<file path="src/rtl/minas_pkg.sv">
// Shared definitions for the minesweeper board datapath: widths, cell layout,
// client indices and the buffer arbiter state encoding.
package minas_pkg;

  localparam int ADDR_W = 10;
  localparam int DATA_W = 6;

  localparam int BIT_BANDEIRA = 5;
  localparam int BIT_MINA     = 4;
  localparam int BIT_REVELADA = 3;
  localparam int CONT_MSB     = 2;
  localparam int CONT_LSB     = 0;

  localparam int CLI_CLEAR    = 0;
  localparam int CLI_MINAS    = 1;
  localparam int CLI_ABERTURA = 2;
  localparam int CLI_BANDEIRA = 3;

  typedef enum logic [1:0] {
    IDLE  = 2'd0,
    GRANT = 2'd1,
    GAP   = 2'd2
  } arb_state_e;

endpackage

</file>
<file path="src/rtl/arbitro_buffer_if.sv">
// Client, VGA and buffer-side signals of the board buffer arbiter.
// slave is the arbiter's view; master is the view of whoever drives the clients and the buffer.
interface arbitro_buffer_if #(
  parameter int N_CLI  = 4,
  parameter int ADDR_W = minas_pkg::ADDR_W,
  parameter int DATA_W = minas_pkg::DATA_W
);

  logic [N_CLI-1:0]        cli_req;
  logic [N_CLI-1:0]        cli_we;
  logic [N_CLI*ADDR_W-1:0] cli_rd_addr;
  logic [N_CLI*ADDR_W-1:0] cli_wr_addr;
  logic [N_CLI*DATA_W-1:0] cli_wdata;
  logic [N_CLI-1:0]        cli_gnt;
  logic [N_CLI-1:0]        cli_rvalid;
  logic [DATA_W-1:0]       rdata;
  logic [ADDR_W-1:0]       vga_addr;
  logic                    vga_valid;
  logic [ADDR_W-1:0]       mem_read_addr;
  logic [ADDR_W-1:0]       mem_write_addr;
  logic [DATA_W-1:0]       mem_wdata;
  logic                    mem_we;
  logic [DATA_W-1:0]       mem_rdata;
  logic                    busy;

  modport slave (
    input  cli_req, cli_we, cli_rd_addr, cli_wr_addr, cli_wdata, vga_addr, mem_rdata,
    output cli_gnt, cli_rvalid, rdata, vga_valid,
    output mem_read_addr, mem_write_addr, mem_wdata, mem_we, busy
  );

  modport master (
    output cli_req, cli_we, cli_rd_addr, cli_wr_addr, cli_wdata, vga_addr, mem_rdata,
    input  cli_gnt, cli_rvalid, rdata, vga_valid,
    input  mem_read_addr, mem_write_addr, mem_wdata, mem_we, busy
  );

endinterface

</file>
<file path="src/rtl/arbitro_buffer_prio_enc.sv">
// Lowest-index-wins priority encoder: one-hot winner, its binary index and an any flag.
module prio_enc_onehot #(
  parameter int N     = 4,
  parameter int IDX_W = (N > 1) ? $clog2(N) : 1
) (
  input  logic [N-1:0]     req_i,
  output logic [N-1:0]     onehot_o,
  output logic [IDX_W-1:0] idx_o,
  output logic             any_o
);

  // Scan upward; the first set bit found is the winner.
  always_comb begin
    onehot_o = '0;
    idx_o    = '0;
    any_o    = 1'b0;
    for (int i = 0; i < N; i++) begin
      if (req_i[i] && !any_o) begin
        onehot_o[i] = 1'b1;
        idx_o       = IDX_W'(i);
        any_o       = 1'b1;
      end else begin
        onehot_o[i] = 1'b0;
      end
    end
  end

endmodule

</file>
<file path="src/rtl/arbitro_buffer.sv">
// Fixed-priority, grant-locked arbiter for the single board buffer; the VGA read
// path owns the buffer whenever no client holds a grant.
module arbitro_buffer
  import minas_pkg::*;
#(
  parameter int N_CLI  = 4,
  parameter int ADDR_W = minas_pkg::ADDR_W,
  parameter int DATA_W = minas_pkg::DATA_W,
  parameter int RD_LAT = 1
) (
  input logic             clk,
  input logic             reset,
  arbitro_buffer_if.slave bus
);

  localparam int IDX_W = (N_CLI > 1) ? $clog2(N_CLI) : 1;

  arb_state_e              state_q;
  logic [IDX_W-1:0]        k_q;
  logic [N_CLI-1:0]        gnt_q;
  logic                    busy_q;
  logic [ADDR_W-1:0]       rd_addr_q;
  logic [ADDR_W-1:0]       wr_addr_q;
  logic [DATA_W-1:0]       wdata_q;
  logic                    we_q;
  logic [DATA_W-1:0]       rdata_q;
  logic [N_CLI-1:0]        rvalid_q;
  logic                    vga_valid_q;

  // Read-owner tag pipeline: valid, VGA-owned, client index.
  logic [RD_LAT:0]             pv_q;
  logic [RD_LAT:0]             pg_q;
  logic [RD_LAT:0][IDX_W-1:0]  pi_q;

  logic [N_CLI-1:0]  win_onehot_d;
  logic [IDX_W-1:0]  win_idx_d;
  logic              win_any_d;
  logic              sel_req_d;
  logic              sel_we_d;
  logic [ADDR_W-1:0] sel_rd_d;
  logic [ADDR_W-1:0] sel_wr_d;
  logic [DATA_W-1:0] sel_wd_d;
  logic [N_CLI-1:0]  rvalid_d;

  prio_enc_onehot #(.N(N_CLI), .IDX_W(IDX_W)) u_prio (
    .req_i    (bus.cli_req),
    .onehot_o (win_onehot_d),
    .idx_o    (win_idx_d),
    .any_o    (win_any_d)
  );

  // AND-OR mux of the owner's slices and decode of the tag leaving the read pipeline.
  always_comb begin
    sel_req_d = 1'b0;
    sel_we_d  = 1'b0;
    sel_rd_d  = '0;
    sel_wr_d  = '0;
    sel_wd_d  = '0;
    rvalid_d  = '0;
    for (int i = 0; i < N_CLI; i++) begin
      sel_req_d   = sel_req_d | (bus.cli_req[i] & (k_q == IDX_W'(i)));
      sel_we_d    = sel_we_d  | (bus.cli_we[i]  & (k_q == IDX_W'(i)));
      sel_rd_d    = sel_rd_d  | (bus.cli_rd_addr[i*ADDR_W +: ADDR_W] & {ADDR_W{k_q == IDX_W'(i)}});
      sel_wr_d    = sel_wr_d  | (bus.cli_wr_addr[i*ADDR_W +: ADDR_W] & {ADDR_W{k_q == IDX_W'(i)}});
      sel_wd_d    = sel_wd_d  | (bus.cli_wdata[i*DATA_W +: DATA_W]   & {DATA_W{k_q == IDX_W'(i)}});
      rvalid_d[i] = pv_q[RD_LAT] & ~pg_q[RD_LAT] & (pi_q[RD_LAT] == IDX_W'(i));
    end
  end

  // Arbitration FSM, registered buffer port and read-owner pipeline.
  always_ff @(posedge clk or posedge reset) begin
    if (reset) begin
      state_q     <= IDLE;
      k_q         <= '0;
      gnt_q       <= '0;
      busy_q      <= 1'b0;
      rd_addr_q   <= '0;
      wr_addr_q   <= '0;
      wdata_q     <= '0;
      we_q        <= 1'b0;
      rdata_q     <= '0;
      rvalid_q    <= '0;
      vga_valid_q <= 1'b0;
      pv_q        <= '0;
      pg_q        <= '0;
      pi_q        <= '0;
    end else begin
      for (int i = 1; i <= RD_LAT; i++) begin
        pv_q[i] <= pv_q[i-1];
        pg_q[i] <= pg_q[i-1];
        pi_q[i] <= pi_q[i-1];
      end
      pv_q[0]     <= 1'b1;
      rdata_q     <= bus.mem_rdata;
      rvalid_q    <= rvalid_d;
      vga_valid_q <= pv_q[RD_LAT] & pg_q[RD_LAT];

      case (state_q)
        IDLE: begin
          rd_addr_q <= bus.vga_addr;
          we_q      <= 1'b0;
          pg_q[0]   <= 1'b1;
          pi_q[0]   <= '0;
          if (win_any_d) begin
            state_q <= GRANT;
            gnt_q   <= win_onehot_d;
            k_q     <= win_idx_d;
            busy_q  <= 1'b1;
          end else begin
            state_q <= IDLE;
          end
        end
        GRANT: begin
          if (sel_req_d) begin
            rd_addr_q <= sel_rd_d;
            wr_addr_q <= sel_wr_d;
            wdata_q   <= sel_wd_d;
            we_q      <= sel_we_d;
            pg_q[0]   <= 1'b0;
            pi_q[0]   <= k_q;
          end else begin
            // Owner released: VGA takes the read port while the last write retires.
            state_q   <= GAP;
            gnt_q     <= '0;
            busy_q    <= 1'b0;
            we_q      <= 1'b0;
            rd_addr_q <= bus.vga_addr;
            pg_q[0]   <= 1'b1;
            pi_q[0]   <= '0;
          end
        end
        GAP: begin
          state_q   <= IDLE;
          we_q      <= 1'b0;
          rd_addr_q <= bus.vga_addr;
          pg_q[0]   <= 1'b1;
          pi_q[0]   <= '0;
        end
        default: begin
          state_q   <= IDLE;
          gnt_q     <= '0;
          busy_q    <= 1'b0;
          we_q      <= 1'b0;
          rd_addr_q <= bus.vga_addr;
          pg_q[0]   <= 1'b1;
          pi_q[0]   <= '0;
        end
      endcase
    end
  end

  assign bus.cli_gnt        = gnt_q;
  assign bus.cli_rvalid     = rvalid_q;
  assign bus.rdata          = rdata_q;
  assign bus.vga_valid      = vga_valid_q;
  assign bus.mem_read_addr  = rd_addr_q;
  assign bus.mem_write_addr = wr_addr_q;
  assign bus.mem_wdata      = wdata_q;
  assign bus.mem_we         = we_q;
  assign bus.busy           = busy_q;

endmodule

</file>
<file path="src/flat_wrapper.sv">
// flat-port wrapper written by rule: the top's interface ports become plain ports
module arbitro_buffer_flat import minas_pkg::*;
#(
  parameter int N_CLI  = 4,
  parameter int ADDR_W = minas_pkg::ADDR_W,
  parameter int DATA_W = minas_pkg::DATA_W,
  parameter int RD_LAT = 1
)
  (clk, reset, bus_cli_req, bus_cli_we, bus_cli_rd_addr, bus_cli_wr_addr, bus_cli_wdata, bus_vga_addr, bus_mem_rdata, bus_cli_gnt, bus_cli_rvalid, bus_rdata, bus_vga_valid, bus_mem_read_addr, bus_mem_write_addr, bus_mem_wdata, bus_mem_we, bus_busy);
  arbitro_buffer_if #(.N_CLI(N_CLI), .ADDR_W(ADDR_W), .DATA_W(DATA_W)) bus_i ();
  input logic clk;
  input logic reset;
  input wire logic [$bits(bus_i.cli_req)-1:0] bus_cli_req;
  input wire logic [$bits(bus_i.cli_we)-1:0] bus_cli_we;
  input wire logic [$bits(bus_i.cli_rd_addr)-1:0] bus_cli_rd_addr;
  input wire logic [$bits(bus_i.cli_wr_addr)-1:0] bus_cli_wr_addr;
  input wire logic [$bits(bus_i.cli_wdata)-1:0] bus_cli_wdata;
  input wire logic [$bits(bus_i.vga_addr)-1:0] bus_vga_addr;
  input wire logic [$bits(bus_i.mem_rdata)-1:0] bus_mem_rdata;
  output wire logic [$bits(bus_i.cli_gnt)-1:0] bus_cli_gnt;
  output wire logic [$bits(bus_i.cli_rvalid)-1:0] bus_cli_rvalid;
  output wire logic [$bits(bus_i.rdata)-1:0] bus_rdata;
  output wire logic [$bits(bus_i.vga_valid)-1:0] bus_vga_valid;
  output wire logic [$bits(bus_i.mem_read_addr)-1:0] bus_mem_read_addr;
  output wire logic [$bits(bus_i.mem_write_addr)-1:0] bus_mem_write_addr;
  output wire logic [$bits(bus_i.mem_wdata)-1:0] bus_mem_wdata;
  output wire logic [$bits(bus_i.mem_we)-1:0] bus_mem_we;
  output wire logic [$bits(bus_i.busy)-1:0] bus_busy;
  assign bus_i.cli_req = bus_cli_req;
  assign bus_i.cli_we = bus_cli_we;
  assign bus_i.cli_rd_addr = bus_cli_rd_addr;
  assign bus_i.cli_wr_addr = bus_cli_wr_addr;
  assign bus_i.cli_wdata = bus_cli_wdata;
  assign bus_i.vga_addr = bus_vga_addr;
  assign bus_i.mem_rdata = bus_mem_rdata;
  assign bus_cli_gnt = bus_i.cli_gnt;
  assign bus_cli_rvalid = bus_i.cli_rvalid;
  assign bus_rdata = bus_i.rdata;
  assign bus_vga_valid = bus_i.vga_valid;
  assign bus_mem_read_addr = bus_i.mem_read_addr;
  assign bus_mem_write_addr = bus_i.mem_write_addr;
  assign bus_mem_wdata = bus_i.mem_wdata;
  assign bus_mem_we = bus_i.mem_we;
  assign bus_busy = bus_i.busy;
  arbitro_buffer #(.N_CLI(N_CLI), .ADDR_W(ADDR_W), .DATA_W(DATA_W), .RD_LAT(RD_LAT)) u_core (.clk(clk), .reset(reset), .bus(bus_i));
endmodule
</file>
<file path="config.mk">
export PLATFORM = sky130hd
export DESIGN_NAME = arbitro_buffer_flat
export DESIGN_NICKNAME = d
export VERILOG_FILES = /design/src/rtl/minas_pkg.sv /design/src/rtl/arbitro_buffer_if.sv /design/src/rtl/arbitro_buffer_prio_enc.sv /design/src/rtl/arbitro_buffer.sv /design/src/flat_wrapper.sv
export SDC_FILE = /design/constraint.sdc
export NUM_CORES = 1
export LEC_CHECK = 0
export CAP_MARGIN = 15
export CORE_ASPECT_RATIO = 1.4
export CORE_MARGIN = 5
export CORE_UTILIZATION = 33
export DETAILED_ROUTE_END_ITERATION = 8
export HOLD_SLACK_MARGIN = 0.15
export PLACE_DENSITY = 0.87
export SLEW_MARGIN = 25
export SYNTH_ARGS = -nofsm -noshare
export SYNTH_HDL_FRONTEND = slang
export SYNTH_SLANG_ARGS = --single-unit
</file>
<file path="constraint.sdc">
create_clock -name clk -period 1.77 [get_ports clk]
set_input_delay 0.4425 -clock clk [delete_from_list [all_inputs] [get_ports clk]]
set_output_delay 0.4425 -clock clk [all_outputs]
set_load 0.1 [all_outputs]
</file>
==> results of run 1 <==
## critical path: stages
cell and delay (ns):
sky130_fd_sc_hd__clkdlybuf4s50_1 0.42, sky130_fd_sc_hd__mux2_4 0.28, sky130_fd_sc_hd__a22o_4 0.26, sky130_fd_sc_hd__buf_12 0.15, sky130_fd_sc_hd__a221o_1 0.35
## through the flow
step,TNS [ns],instance area (sq um),util,power (W)
after CTS,0,5260,0.649,0.00997
after detailed placement,-8.07,5090,0.629,0.00894
after floorplan,0,2710,-,0.00636
final,0,5260,0.649,0.00986
after global routing,0,5260,0.649,0.0102
after global placement,-6.21,5090,0.629,0.00877
## what timing repair did
item	CTS	global route
endpoints found under the setup margin	1	3
resized for setup	1	1
gates cloned	0	0
## flip-flops by register name, summed over array words and instances, names as in the netlist
register and flops:
u_core.bus.mem_read_addr 10, u_core.bus.mem_write_addr 10, u_core.bus.mem_wdata 6, u_core.bus.rdata 6, u_core.bus.cli_gnt 4, u_core.bus.cli_rvalid 4, u_core.pi_q 4, u_core.k_q 2
u_core.pg_q 2, u_core.pv_q 2, u_core.state_q 2, u_core.bus.busy 1, u_core.bus.mem_we 1, u_core.bus.vga_valid 1
## logic make-up after synthesis
kind of cell    synth area share
compound gates            0.0314
other cells              0.00138
mux                        0.351
flops                      0.508
simple gates              0.0721
buf+inv                   0.0365
## layout make-up
cell class / instances / area (sq um) / share of cell area
multi-input combinational: 98 / 1240 / 0.236
tap: 102 / 128 / 0.0243
timing repair buffer: 190 / 2340 / 0.445
sequential: 55 / 1380 / 0.262
clock inverter: 3 / 28.8 / 0.00547
clock buffer: 5 / 125 / 0.0238
inverter: 4 / 18.8 / 0.00357
## Yosys cell counts (all sizes together)
cell,n
nand3,2
o32a,1
a221o,2
mux2,28
conb,1
o211ai,2
clkbuf,5
nor3,1
and4b,1
a22o,1
o21ai,3
and2,4
and3b,1
a21oi,1
o221a,1
mux4,28
nand3b,1
nor3b,1
nor4b,1
inv,4
nor2,3
nor2b,7
dfrtp,55
nand2,1
nor4,1
and3,1
buf,8
nand2b,1
or2,1
nor4bb,2
nand4b,1
## power by group through the flow
stage / Combinational (W) / Clock [W] / Sequential [W]
2_1_floorplan: 0.00186 / 0 / 0.00450
3_3_place_gp: 0.00661 / 0 / 0.00216
3_5_place_dp: 0.00674 / 0 / 0.00220
4_1_cts: 0.00677 / 0.00102 / 0.00218
5_1_grt: 0.00695 / 0.00108 / 0.00222
6_report: 0.00670 / 0.000989 / 0.00217
## final timing paths
| kind | startpoint | to |
|---|---|---|
| setup / recovery | bus_cli_req[3] | u_core.bus.cli_gnt[2]$_DFFE_PP0P_ |
| hold / removal | u_core.pg_q[0]$_DFF_PP0_ | u_core.pg_q[1]$_DFF_PP0_ |
| setup reg to reg | u_core.k_q[1]$_DFFE_PP0P_ | u_core.bus.cli_gnt[2]$_DFFE_PP0P_ |
| hold reg to reg | u_core.pg_q[0]$_DFF_PP0_ | u_core.pg_q[1]$_DFF_PP0_ |
| max in group asynchronous | reset | u_core.bus.mem_wdata[1]$_DFFE_PP0N_ |
| min in group asynchronous | reset | u_core.bus.mem_write_addr[9]$_DFFE_PP0N_ |
## routing by layer
metal  global-route usage  routed length (microns)  part of all wire
met5                    0                        0                 0
met2                0.363                     5490              0.62
met3               0.0301                      479             0.054
met4               0.0468                      113             0.013
met1                0.171                     2780              0.31
==> results.cfg, run 1 <==
[status]
result_of_the_run = finished clean

[global_route]
grt_pass1_wl_microns = 13300
largest_net_degree_at_the_start_of_global_routing = 20
grt_antenna_before_repair = 0
grt_overflow = 0
grt.total_usage = 0.174
vias_in_the_first_global_route = 2614

[placed_design]
io_buffers = 172
detailedPlace.worstSlack_ns = -0.303
place.gp.congestion = 0.824
dp_hpwl_microns = 7690
dp.cells = 449

[clocking]
numCtsBuffers = 5
htreeDepth = 2
cts.path.max_buffers = 2
cts.sinks = 55
cts_hold_buf = 0
clkTransAtPathRegs_ns = 0.07
tritoncts = built
clk_root_buffer_cell = sky130_fd_sc_hd__clkbuf_16
post_cts_setup_driven_buffer_insertion_count = 0
clkLatencyLatePin_ns = 0.29

[pwr]
vdd_ir_drop_max_v = 0.00148
power.share.clock = 0.100
power.density_nw_per_um2 = 1870
proportion_of_total_power_due_to_net_switching = 0.476
p_comb_frac = 0.680
power_frac_seq = 0.220
leakage_nw = 2.15
p_int_w = 0.00516
sw_power_w = 0.00469

[timing]
final.period_utilization = 0.979
fin_crit_ns = 1.73
slew_violations = 0
rsz0062_at_grt = false
finalSetupViolCount = 0
timing.clock.skew_ns = 0.00781
maxClockFrequency_mhz = 577
final.hold.worst_slack_ns = 0.351
post-route-worst-setup-slack_ns = 0.0363
hold_viol_final = 0

[yosys]
number_of_nets_produced_by_synthesis = 300
syn-cell-area_sq_um = 2710
postSynthCellCount = 170
synth_top_cell_area_share = 0.508
yosys-top-cells-area = sky130_fd_sc_hd__dfrtp_1 51%, sky130_fd_sc_hd__mux4_2 23%, sky130_fd_sc_hd__mux2_2 11%
avgSynthCellArea_sq_um = 15.9
synth_largest_area_cell = sky130_fd_sc_hd__dfrtp_1
proportion_of_synthesized_chip_area_in_sequential_cells = 0.508
synth_cell_type_count = 33
synth_warnings = 0
ys_ff_latch = 55

[floorplanning]
core_area_sq_um = 8100
number_of_i_o_pins = 173
height_of_the_chip_microns = 117
rows = 39
die_area_sq_um = 10100
initial_core_utilization = 0.334
die-width_microns = 86.6

[drt]
ant_nets = 0
remaining_drc_errors = 0
initialDrtViolationCount = 75
detail_route.first_pass.iterations = 4
routed_via_density = 4.92
route.vias.total = 2248
wirelength_microns = 8870
wl_per_cell_microns = 19.4

[setup_path]
crit_path_start_kind = input pin
worstRegToRegCells = 4
worst_ep_arrival_time_ns = 1.90
crit_required_ns = 1.94
critPathMaxFanout = 17
rrSetupSlack_ns = 0.10
path_class = in -> reg
endpoint_kind = register

[layout]
layout_commonest_cell = sky130_fd_sc_hd__clkdlybuf4s50_1
finish.cell_count_without_fillers = 457
most-common-layout-cells = 128 x sky130_fd_sc_hd__clkdlybuf4s50_1, 54 x sky130_fd_sc_hd__dfrtp_1, 47 x sky130_fd_sc_hd__buf_12
final_layout_size_suffix_gt1_frac = 0.366
layout.nets = 484
antennaDiodeCount = 0
syn2layout_area_growth_pct = 94.2
final.fill_count = 613

[min_path]
worst_hold_path.num_cells = 0
hp-class = reg -> reg

[flow_run]
maxCapViolations = 0
Power figures use the tool's default switching activity.
==> run 2, diff against run 1 <==
Settings changed: CTS_CLUSTER_DIAMETER set to 60, REMOVE_ABC_BUFFERS set to 1.
==> run 2 against run 1 <==
  * Global-route usage increased by 0.20 points
  * Sequential power barely moved
  * Sequential cell count unchanged
  * Non-clock buffer count fell by 2
  * Hold slack better by 0.0058 ns
  * Final cell count down 0.44%
  * First-iteration DRC count is 6.7% higher
  * Combinational power about the same
  * Total power is 1.7% higher
  * Die area is the same
  * Critical path type unchanged
  * Critical endpoint is now u_core.bus.mem_read_addr[3]$_DFF_PP0_
==> results.cfg, run 2 (same netlist as run 1, synthesis figures left out) <==
[status]
result_of_the_run = finished clean

[setup_path]
worst_ep_arrival_time_ns = 1.92
crit_path_start_kind = input pin
path_class = in -> reg
worstRegToRegCells = 4
critPathMaxFanout = 17
crit_required_ns = 1.94
endpoint_kind = register

[floorplanning]
rows = 39
number_of_i_o_pins = 173
core_area_sq_um = 8100
die-width_microns = 86.6
die_area_sq_um = 10100
initial_core_utilization = 0.334
height_of_the_chip_microns = 117

[clocking]
numCtsBuffers = 5
htreeDepth = 2
cts.path.max_buffers = 2
clkLatencyLatePin_ns = 0.29
cts.sinks = 55
clk_root_buffer_cell = sky130_fd_sc_hd__clkbuf_16
clkTransAtPathRegs_ns = 0.07
tritoncts = built

[placed_design]
io_buffers = 172
detailedPlace.worstSlack_ns = -0.308
dp_hpwl_microns = 7450
dp.cells = 447
place.gp.congestion = 0.872

[layout]
final_layout_size_suffix_gt1_frac = 0.363
final_core_util = 0.649
most-common-layout-cells = 129 x sky130_fd_sc_hd__clkdlybuf4s50_1, 54 x sky130_fd_sc_hd__dfrtp_1, 47 x sky130_fd_sc_hd__buf_12
antennaDiodeCount = 0
syn2layout_area_growth_pct = 94.0
layout_commonest_cell = sky130_fd_sc_hd__clkdlybuf4s50_1
finish.cell_count_without_fillers = 455
layout.nets = 482

[pwr]
power.density_nw_per_um2 = 1910
vdd_ir_drop_max_v = 0.00116
leakage_nw = 2.14

[min_path]
hp-class = reg -> reg
worst_hold_path.num_cells = 0

[global_route]
grt_antenna_before_repair = 0
grt_overflow = 0
grt_pass1_wl_microns = 13500
vias_in_the_first_global_route = 2564
largest_net_degree_at_the_start_of_global_routing = 56
grt.total_usage = 0.176

[drt]
remaining_drc_errors = 0
wl_per_cell_microns = 19.5
route.vias.total = 2251
wirelength_microns = 8880
routed_via_density = 4.95
detail_route.first_pass.iterations = 4
initialDrtViolationCount = 80
ant_nets = 0

[timing]
final.hold.worst_slack_ns = 0.356
final.period_utilization = 0.991
setup_tns_ns = 0
rsz0062_at_grt = false
slew_violations = 0
hold_viol_final = 0
maxClockFrequency_mhz = 570
timing.clock.skew_ns = 0.00958
fin_crit_ns = 1.75
post-route-worst-setup-slack_ns = 0.0165
finalSetupViolCount = 0

[flow_run]
maxCapViolations = 0
[run 2: layer usage]
layer  routed length [microns]  track usage  vias up  share of wire
li1                          -            -     1012              -
met1                      2880        0.175     1120           0.32
met2                      5070        0.356      111           0.57
met3                       836       0.0483        8          0.094
met4                        98       0.0374        0          0.011
met5                         0            0        -              0
[run 2: final timing paths]
| kind | end | startpoint | slack, ns |
|---|---|---|---|
| worst max-delay path | u_core.bus.mem_read_addr[3]$_DFF_PP0_ | bus_cli_req[1] | 0.02 |
| worst min-delay path | u_core.pg_q[1]$_DFF_PP0_ | u_core.pg_q[0]$_DFF_PP0_ | 0.36 |
| worst max register to register | u_core.bus.mem_read_addr[3]$_DFF_PP0_ | u_core.k_q[1]$_DFFE_PP0P_ | 0.14 |
| worst min register to register | u_core.pg_q[1]$_DFF_PP0_ | u_core.pg_q[0]$_DFF_PP0_ | 0.36 |
| max in group asynchronous | u_core.k_q[0]$_DFFE_PP0P_ | reset | 0.98 |
| min in group asynchronous | u_core.bus.rdata[2]$_DFF_PP0_ | reset | 0.54 |
[run 2: worst max-delay path: stages]
cell,delay (ns)
sky130_fd_sc_hd__clkdlybuf4s50_1,0.43
sky130_fd_sc_hd__mux2_4,0.29
sky130_fd_sc_hd__a22o_2,0.30
sky130_fd_sc_hd__buf_12,0.17
sky130_fd_sc_hd__mux2_2,0.28
[run 2: cell type report]
cell class	instances	area [sq um]
Sequential cell	55	1380
Multi-Input combinational cell	98	1230
Clock inverter	2	38.8
Tap cell	102	128
Fill cell	608	2850
Inverter	4	15.0
Clock buffer	6	139
Timing Repair Buffer	188	2320
[run 2: where the power goes]
group          internal [W]  switching [W]  leakage [nW]
Clock              0.000711       0.000430        0.0875
Sequential          0.00171       0.000444         0.667
Combinational       0.00293        0.00380          1.39
[run 2: through the flow]
stage | cell area (sq um) | total power [W]
6_report | 5260 | 0.0100
5_1_grt | 5260 | 0.0104
2_1_floorplan | 2630 | 0.00621
3_5_place_dp | 5080 | 0.00899
3_3_place_gp | 5080 | 0.00883
4_1_cts | 5260 | 0.0102
[run 2: timing repair]
item | CTS | global route
hold buffers | 0 | 0
gates resized for setup | 1 | 0
endpoints found under the setup margin | 3 | 0
setup buffers | 0 | 0
